--- src/rtl/dmem_store_buffer_if.sv ---
// Word-wide data-memory bus with a req/ack handshake.
// The store buffer is the master; the slow memory is the slave.
interface dmem_store_buffer_if #(
    parameter int AW = 32,
    parameter int DW = 32
) ();
    logic          mem_req;
    logic          mem_we;
    logic [AW-1:0] mem_addr;
    logic [DW-1:0] mem_wdata;
    logic          mem_ack;
    logic [DW-1:0] mem_rdata;

    modport master (
        output mem_req, mem_we, mem_addr, mem_wdata,
        input  mem_ack, mem_rdata
    );

    modport slave (
        input  mem_req, mem_we, mem_addr, mem_wdata,
        output mem_ack, mem_rdata
    );
endinterface

--- src/rtl/dmem_store_buffer.sv ---
// Store buffer between the core's data port and a slow req/ack data memory:
// queues stores, drains them in the background, forwards them to loads.
//
// state   | meaning
// IDLE    | no memory transaction; drain or start a load miss
// WR_WAIT | head store on the bus, waiting for mem_ack
// RD_WAIT | load miss on the bus, waiting for mem_ack
// RD_DONE | read data latched and returned to the core this cycle
module dmem_store_buffer #(
    parameter int DEPTH = 4,
    parameter int AW    = 32,
    parameter int DW    = 32
) (
    input  logic                clk,
    input  logic                reset,
    input  logic                MemWrite,
    input  logic                MemRead,
    input  logic [AW-1:0]       Adr,
    input  logic [DW-1:0]       WriteData,
    output logic [DW-1:0]       ReadData,
    output logic                Stall,
    dmem_store_buffer_if.master mem
);
    localparam int PW = $clog2(DEPTH);
    localparam int CW = PW + 1;

    typedef enum logic [1:0] {IDLE, WR_WAIT, RD_WAIT, RD_DONE} state_t;

    state_t          state;
    logic [AW-3:0]   addr_q [DEPTH];
    logic [DW-1:0]   data_q [DEPTH];
    logic [PW-1:0]   head, tail;
    logic [CW-1:0]   count;
    logic            req_q, we_q;
    logic [AW-1:0]   maddr_q;
    logic [DW-1:0]   wdata_q, rdata_q;

    logic            push, pop, ld, hit;
    logic [DW-1:0]   hit_data;
    logic [PW-1:0]   idx;
    logic            adr_unused;

    assign adr_unused = ^Adr[1:0];

    assign push = MemWrite && (count < CW'(DEPTH));
    assign pop  = (state == WR_WAIT) && mem.mem_ack;
    assign ld   = MemRead && !MemWrite;

    // Oldest-to-newest scan so the last match is the newest store.
    always_comb begin
        hit      = 1'b0;
        hit_data = '0;
        idx      = '0;
        for (int k = 0; k < DEPTH; k++) begin
            idx = head + PW'(k);
            if ((CW'(k) < count) && (addr_q[idx] == Adr[AW-1:2])) begin
                hit      = 1'b1;
                hit_data = data_q[idx];
            end
        end
    end

    always_comb begin
        Stall = (MemWrite && !push) || (ld && !hit && (state != RD_DONE));
        if (state == RD_DONE)
            ReadData = rdata_q;
        else if (hit)
            ReadData = hit_data;
        else
            ReadData = rdata_q;
    end

    always_ff @(posedge clk) begin
        if (push) begin
            addr_q[tail] <= Adr[AW-1:2];
            data_q[tail] <= WriteData;
        end
    end

    always_ff @(posedge clk) begin
        if (reset) begin
            state   <= IDLE;
            head    <= '0;
            tail    <= '0;
            count   <= '0;
            req_q   <= 1'b0;
            we_q    <= 1'b0;
            maddr_q <= '0;
            wdata_q <= '0;
            rdata_q <= '0;
        end else begin
            if (push)
                tail <= tail + 1'b1;
            if (pop)
                head <= head + 1'b1;
            count <= count + CW'(push) - CW'(pop);

            case (state)
                IDLE: begin
                    if (count != '0) begin
                        state   <= WR_WAIT;
                        req_q   <= 1'b1;
                        we_q    <= 1'b1;
                        maddr_q <= {addr_q[head], 2'b00};
                        wdata_q <= data_q[head];
                    end else if (ld && !hit) begin
                        state   <= RD_WAIT;
                        req_q   <= 1'b1;
                        we_q    <= 1'b0;
                        maddr_q <= {Adr[AW-1:2], 2'b00};
                    end
                end
                WR_WAIT: begin
                    if (mem.mem_ack) begin
                        state <= IDLE;
                        req_q <= 1'b0;
                    end
                end
                RD_WAIT: begin
                    if (mem.mem_ack) begin
                        state   <= RD_DONE;
                        req_q   <= 1'b0;
                        rdata_q <= mem.mem_rdata;
                    end
                end
                RD_DONE: begin
                    if (count != '0) begin
                        state   <= WR_WAIT;
                        req_q   <= 1'b1;
                        we_q    <= 1'b1;
                        maddr_q <= {addr_q[head], 2'b00};
                        wdata_q <= data_q[head];
                    end else begin
                        state <= IDLE;
                    end
                end
                default: state <= IDLE;
            endcase
        end
    end

    assign mem.mem_req   = req_q;
    assign mem.mem_we    = we_q;
    assign mem.mem_addr  = maddr_q;
    assign mem.mem_wdata = wdata_q;
endmodule

--- src/flat_wrapper.sv ---
// flat-port wrapper written by rule: the top's interface ports become plain ports
module dmem_store_buffer_flat 
#(
    parameter int DEPTH = 4,
    parameter int AW    = 32,
    parameter int DW    = 32
)
  (clk, reset, MemWrite, MemRead, Adr, WriteData, ReadData, Stall, mem_mem_req, mem_mem_we, mem_mem_addr, mem_mem_wdata, mem_mem_ack, mem_mem_rdata);
  dmem_store_buffer_if #(.AW(AW), .DW(DW)) mem_i ();
  input  logic clk;
  input  logic reset;
  input  logic MemWrite;
  input  logic MemRead;
  input  logic [AW-1:0] Adr;
  input  logic [DW-1:0] WriteData;
  output logic [DW-1:0] ReadData;
  output logic Stall;
  output wire logic [$bits(mem_i.mem_req)-1:0] mem_mem_req;
  output wire logic [$bits(mem_i.mem_we)-1:0] mem_mem_we;
  output wire logic [$bits(mem_i.mem_addr)-1:0] mem_mem_addr;
  output wire logic [$bits(mem_i.mem_wdata)-1:0] mem_mem_wdata;
  input wire logic [$bits(mem_i.mem_ack)-1:0] mem_mem_ack;
  input wire logic [$bits(mem_i.mem_rdata)-1:0] mem_mem_rdata;
  assign mem_mem_req = mem_i.mem_req;
  assign mem_mem_we = mem_i.mem_we;
  assign mem_mem_addr = mem_i.mem_addr;
  assign mem_mem_wdata = mem_i.mem_wdata;
  assign mem_i.mem_ack = mem_mem_ack;
  assign mem_i.mem_rdata = mem_mem_rdata;
  dmem_store_buffer #(.DEPTH(DEPTH), .AW(AW), .DW(DW)) u_core (.clk(clk), .reset(reset), .MemWrite(MemWrite), .MemRead(MemRead), .Adr(Adr), .WriteData(WriteData), .ReadData(ReadData), .Stall(Stall), .mem(mem_i));
endmodule
--- config.mk ---
export PLATFORM = sky130hd
export DESIGN_NAME = dmem_store_buffer_flat
export DESIGN_NICKNAME = d
export VERILOG_FILES = /design/src/rtl/dmem_store_buffer_if.sv /design/src/rtl/dmem_store_buffer.sv /design/src/flat_wrapper.sv
export SDC_FILE = /design/constraint.sdc
export NUM_CORES = 1
export LEC_CHECK = 0
export BUFFER_PORTS_ARGS = -buffer_cell sky130_fd_sc_hd__buf_4
export CAP_MARGIN = 20
export CORE_MARGIN = 2
export CORE_UTILIZATION = 35
export DETAILED_ROUTE_END_ITERATION = 8
export PLACE_DENSITY_LB_ADDON = 0.25
export SYNTH_ARGS = -nofsm -noshare
export SYNTH_HDL_FRONTEND = slang
export SYNTH_SLANG_ARGS = --single-unit
export TNS_END_PERCENT = 30
--- constraint.sdc ---
create_clock -name clk -period 4 [get_ports clk]
set_input_delay 0.8 -clock clk [delete_from_list [all_inputs] [get_ports clk]]
set_output_delay 0.8 -clock clk [all_outputs]
set_load 0.05 [all_outputs]
==> impl_metrics.yaml, run 1 <==
cts:
  cts_tree: "yes"
  clock_latency_ns: 0.59
  cts.path.max_buffers: 3
  cts_inserted_buffers: 42
  cts.sinks: 355
  htreeDepth: 2
  cts-root-buf: "clkbuf_16"
  path_clk_slew_ns: 0.06
die:
  dieHeight_um: 249.9
  die_w_um: 249.9
  dieArea_um2: 62430
  io-pin-count: 200
  floorplan.rows: 90
  initial_core_util_pct: 35.25
  core_um2: 60020
synthesis:
  yosysWarningCount: 0
  netlist_area_um2: 21160
  avgSynthCellArea_um2: 12.32
  yosys_most_used_dff: "edfxtp_1"
  ys_top_cells_by_area: "edfxtp_1, mux4_2, dfxtp_1"
  yosysUniqueCellTypes: 69
  synth_common_cells: "edfxtp_1, mux4_2, nand2_1, a21oi_1, mux2i_1"
  synth-async-reset-ratio_pct: 0
  synth.yosys.seq_area_share_pct: 45.32
  synth_top_area_share_pct: 35.20
  synth_edf_count: 248
  synth_cells: 1718
  synth_top_cell_by_area: "edfxtp_1"
  ys_seq_elements: 355
  yosysMostFrequentCell: "edfxtp_1"
global_route:
  grt_pass1_wl_um: 102200
  grt_max_degree: 68
  grt_pass1_vias: 16220
  grtUsageTotal_pct: 21.65
  grt_antenna_before_repair: 4
  grt_overflow: 0
sta:
  finalCritPeriodShare_pct: 126.5
  worst_slack_ns: -1.061
  min_period_ns: 5.061
  tightest_slew_ns: 1.069
  finClkSkew_ns: 0.03497
  hold_viol: 0
  rsz0062_at_grt: "yes"
  setup_viol: 33
  holdWs_ns: 0.4114
  relSlewSlack_pct: 28.46
  slew_viol_final: 0
  max_freq_mhz: 197.6
place:
  gp_congestion: 0.9329
  portBuffers: 195
  dp_hpwl_um: 48230
  dp_slack_ns: -0.6303
  place_inst: 2818
cells_and_area:
  layout.filler_cells: 5455
  fin_nets: 2208
  syn_to_final_growth_pct: 30.22
  instances_no_fill: 2910
  drive_gt1_share_pct: 39.75
pwr:
  worst_ir_drop_vdd_uv: 452.9
  power_w: 0.01597
  power.density_nw_per_um2: 579.8
  p_leak_nw: 9.662
detailed_routing:
  drcViolationCount: 0
  vias: 16490
  via_per_inst: 5.667
  routed_wl_um: 69370
  avgRoutedWirePerCell_um: 23.84
  firstDrtPassIters: 7
  ant_nets: 0
  drt_iter0_drc: 1285
status:
  violations: "setup timing"
  status: "finished with violations"
worst_hold_path:
  hold_depth: 1
  hold_end: "u_core.data_q[2][20]"
  min_from: "WriteData[20]"
  hold_class: "in -> reg"
critical_path:
  crit_path_start_kind: "flop"
  rr_startpoint: "u_core.head[1]"
  reg2reg_depth: 12
  critical_path_required_ns: 3.20
  crit_top_cell: "buf_12"
  crit_path_cell_trace: "mux4_1 -> xnor2_1 -> nand4_1 -> or2_0 -> or4_1 -> or3_4 -> a31oi_4 -> buf_12 -> buf_12 -> buf_16 -> o21ai_0 -> o22a_2 -> buf_6"
  crit_path_max_incr_delay_ns: 0.63
  worst-endpoint-arrival_ns: 4.26
  rrSetupSlack_ns: 0.03
  crit_type: "reg -> out"
  endpoint_kind: "output port"
  cp_max_fo: 8
  regToRegEndpoint: "u_core.mem.mem_addr[10]"
  slowest_stage: "mux4_1"
run:
  maxCapViolations: 0
==> kinds of logic (layout without fill, tap and decap cells) <==
group	after synthesis	count (layout)	share of synthesized area, %
simple gates	306	306	6.541
xor+xnor	118	118	4.885
flops	355	355	45.32
compound gates	395	395	11.91
fa+ha+maj	14	14	0.8634
mux	309	309	25.82
other cells	1	4	0.01772
buf+inv	220	627	4.636
==> metal layers <==
layer  vias up  share of wire, %  track usage, %
met5         -             0.037               0
met4         4               3.1           7.229
met3       100               7.1           4.506
met2       607                48           35.55
met1      8377                42           28.52
li1       7403                 -               -
==> where the power goes <==
part / switching (W) / internal (W)
Combinational: 0.00417 / 0.00264
Sequential: 0.000434 / 0.00462
Clock: 0.00163 / 0.00248
==> area by class of cell <==
cell class	instances	area (um^2)	share of cell area, %
Sequential cell	355	9604	34.86
Clock buffer	47	1080	3.919
Multi-Input combinational cell	1144	11060	40.14
Timing Repair Buffer	495	4219	15.31
Inverter	55	206.4	0.7493
Clock inverter	30	399.1	1.449
Antenna cell	2	5.005	0.01816
Tap cell	782	978.4	3.551
==> timing repair <==
item,4_1_cts,5_1_grt
gates cloned,1,1
setup endpoints to repair,40,36
pin swaps,4,4
hold buffers,0,0
buffers inserted,2,9
resized for setup,48,23
==> worst max-delay path: cells and delay by family, from the launching register on <==
kind / cells / cell delay (ns)
AO/OA/AOI/OAI: 3 / 0.51
XOR/XNOR: 1 / 0.22
buffers and inverters: 4 / 0.54
flip-flops: 1 / 0.46
multiplexers: 1 / 0.63
AND/OR/NAND/NOR: 4 / 1.34
==> worst max-delay path by stage <==
stage / slack [ns] / to / start / cells after the start
2_1_floorplan: 0.006 / ReadData[23] / u_core.head[1] / 12
3_3_place_gp: -0.66 / ReadData[18] / flop / 13
3_5_place_dp: -0.63 / ReadData[18] / flop / 13
4_1_cts: -1.12 / ReadData[15] / u_core.head[1] / 14
5_1_grt: -1.19 / ReadData[25] / u_core.head[1] / 15
6_report: -1.06 / ReadData[31] / u_core.head[1] / 13
==> flip-flops by register name, indices dropped and copies added, names as in the netlist, named ones only <==
register,flops
u_core.addr_q,120
u_core.mem.mem_wdata,32
u_core.head,2
u_core.tail,2
u_core.rdata_q,32
u_core.data_q,128
u_core.count,3
u_core.mem.mem_addr,30
u_core.mem.mem_req,1
u_core.mem.mem_we,1
u_core.state,2
==> placed cells by master, fill, tap and decap left out, types with 24 or more instances in the layout <==
cell type	synthesis	layout
o21ai_0	86	71
a21oi_1	141	136
nand3_1	34	34
inv_1	54	54
buf_4	8	431
dfxtp_1	107	103
xnor2_1	95	87
edfxtp_1	248	248
o22a_4	0	30
mux2i_1	109	108
clkbuf_16	0	43
nand2_1	169	167
buf_12	4	24
a22oi_1	34	34
buf_6	4	32
mux4_2	179	181
==> through the flow <==
stage          TNS (ns)  util, %  cell area (um^2)
2_1_floorplan         0        -             21590
3_3_place_gp     -18.15    42.65             25600
3_5_place_dp     -17.48    42.65             25600
4_1_cts          -34.62    45.55             27340
5_1_grt          -39.70    45.91             27550
6_report         -34.22    45.91             27550
Note: power is estimated with default switching activity, not from simulation.
==> run 2: changes to the inputs <==
- SETUP_SLACK_MARGIN: unset -> 0.05
==> run 2 against run 1 <==
Compared with the run above:
- the flow finishes with violations (DRC, setup timing)
- design area is 1.4% higher
- utilization rose by 0.66 points
- wire length grew 1.1%
- clock-buffer cell count up 5
- fmax fell by 0.61%
- clock skew down 0.0098 ns
- critical path depth unchanged
- sequential share of layout area is 0.49 points lower
- sequential power is 0.8% lower
- register-to-register slack improved by 0.05 ns
- critical path type unchanged
==> impl_metrics.yaml, run 2 (synthesis gave the netlist of run 1 again) <==
pwr:
  swShare_pct: 38.80
  power.density_nw_per_um2: 572.1
  worst_ir_drop_vdd_uv: 337.5
  power_w: 0.01599
  clkPwrFrac_pct: 25.6
  p_int_w: 0.009785
  p_switching_w: 0.006203
  sequentialPowerShare_pct: 31.4
  p_leak_nw: 9.868
  pwr-share-comb_pct: 43.0
global_route:
  grtUsageTotal_pct: 21.97
  grt_pass1_vias: 16430
  grt_max_degree: 71
  grt_pass1_wl_um: 103600
  grt_antenna_before_repair: 5
  grt_overflow: 0
cells_and_area:
  reg_top3: "u_core.data_q x128, u_core.addr_q x120"
  fin_area_um2: 27950
  largest_reg_flops: 128
  top_register: "u_core.data_q"
  drive_gt1_share_pct: 41.05
  mostFrequentLayoutCells: "buf_4, edfxtp_1, mux4_2"
  fin_nets: 2242
  layout.filler_cells: 5436
  instances_no_fill: 2945
  multiInputGateArea_um2: 11100
  final_common_cell: "buf_4"
  regArea_um2: 9604
  syn_to_final_growth_pct: 32.10
sta:
  finClkSkew_ns: 0.02519
  finalCritPeriodShare_pct: 127.3
  hold_viol: 0
  tightest_slew_ns: 1.047
  max_freq_mhz: 196.4
  worst_slack_ns: -1.092
  setup_viol: 33
  relSlewSlack_pct: 30.20
  slew_viol_final: 0
  min_period_ns: 5.092
  fin_setup_tns_ns: -34.74
  rsz0062_at_grt: "yes"
place:
  place_area_um2: 25930
  gp_congestion: 0.9517
  dp_hpwl_um: 49980
  place_inst: 2848
  portBuffers: 195
critical_path:
  cp_num_buf_inv: 5
  critical_path_required_ns: 3.20
  cp_max_fo: 33
  worst-endpoint-arrival_ns: 4.29
  crit_family: "buffers and inverters"
  crit_type: "reg -> out"
  endpoint_kind: "output port"
  crit_path_max_incr_delay_ns: 0.51
  crit_path_cell_trace: "buf_4 -> buf_8 -> mux2i_1 -> buf_4 -> o221ai_1 -> o32a_1 -> or4_1 -> or4_4 -> buf_12 -> o21ai_0 -> a21oi_1 -> o22a_4 -> buf_6"
  crit_top_cell: "buf_4"
  crit_path_start_kind: "flop"
  slowest_stage: "or4_4"
die:
  floorplan.rows: 90
  die_w_um: 249.9
  core_um2: 60020
  io-pin-count: 200
  dieArea_um2: 62430
  initial_core_util_pct: 35.25
  dieHeight_um: 249.9
detailed_routing:
  drt_iter0_drc: 1147
  vias: 16610
  via_per_inst: 5.639
  drcViolationCount: 3
  firstDrtPassIters: 9
  ant_nets: 0
  routed_wl_um: 70140
  avgRoutedWirePerCell_um: 23.82
cts:
  cts-root-buf: "clkbuf_16"
  cts_inserted_buffers: 43
  cts_tree: "yes"
  path_clk_slew_ns: 0.06
  htreeDepth: 2
  cts.sinks: 355
  cts.path.max_buffers: 3
  clock_latency_ns: 0.58
  ctsHoldBuffers: 0
worst_hold_path:
  hold_class: "in -> reg"
run:
  maxCapViolations: 0
status:
  violations: "DRC, setup timing"
  status: "finished with violations"
==> run 2: changes by cell type in the layout (fill, tap and decap cells not counted), sizes merged <==
| cell | delta |
|---|---|
| clkinvlp | -1 |
| clkinv | -3 |
| inv | +2 |
| bufinv | -1 |
| clkbuf | +5 |
| buf | +33 |
==> run 2: repair_timing <==
item | 4_1_cts | 5_1_grt
buffers inserted | 7 | 7
cloned | 1 | 1
endpoints found under the setup margin | 67 | 66
pin swaps | 5 | 4
gates resized for setup | 52 | 24
==> run 2: through the flow <==
stage / hold WS [ns] / util [%] / worst slack [ns]
finish: 0.4253 / 46.57 / -1.092
global route: 0.4044 / 46.57 / -1.185
CTS: 0.3973 / 46.19 / -1.176
detailed placement: 0.4483 / 43.20 / -0.7543
global placement: 0.4432 / 43.20 / -0.6895
floorplan: 0.4365 / - / 0.01863
==> run 2: final timing paths <==
path,slack (ns),endpoint,startpoint,cells after the start
max,-1.09,ReadData[3],u_core.head[1],13
min,0.43,u_core.data_q[1][12],WriteData[12],1
max reg2reg,0.08,u_core.mem.mem_addr[3],u_core.head[1],14
min reg2reg,0.45,u_core.mem.mem_wdata[15],u_core.mem.mem_wdata[15],2
==> run 2: worst reg2reg max path, stage by stage (launching register included) <==
cell and delay [ns]:
dfxtp_4 0.43, buf_4 0.22, buf_8 0.23, mux2_2 0.42
a222oi_1 0.42, and3_1 0.22, and3_1 0.14, o22ai_1 0.13
or3_4 0.45, buf_6 0.22, nand4_1 0.19, buf_4 0.23
buf_4 0.16, a22o_1 0.18, a21oi_1 0.09
==> run 2: per-layer routing <==
| metal | global-route usage, % | routed length, um | up-vias |
|---|---|---|---|
| met5 | 0 | 29 | - |
| met4 | 8.107 | 2482 | 6 |
| met3 | 4.923 | 5023 | 117 |
| met2 | 35.37 | 32870 | 554 |
| met1 | 29.04 | 29740 | 8450 |
| li1 | - | - | 7479 |
==> run 2: power by group through the flow <==
| stage | logic (W) | clock network (W) | registers (W) |
|---|---|---|---|
| after floorplan | 0.00329 | 0 | 0.00604 |
| after global placement | 0.00666 | 0 | 0.00507 |
| after detailed placement | 0.00670 | 0 | 0.00512 |
| after CTS | 0.00681 | 0.00418 | 0.00504 |
| after global routing | 0.00728 | 0.00432 | 0.00510 |
| final | 0.00687 | 0.00409 | 0.00502 |
==> run 2: final cells by class <==
| cell class | count | area share (%) |
|---|---|---|
| Multi-Input combinational cell | 1144 | 39.73 |
| Sequential cell | 355 | 34.36 |
| Timing Repair Buffer | 528 | 16.38 |
| Clock buffer | 52 | 4.078 |
| Tap cell | 782 | 3.501 |
| Clock inverter | 27 | 1.191 |
| Inverter | 55 | 0.7387 |
| Antenna cell | 2 | 0.01791 |
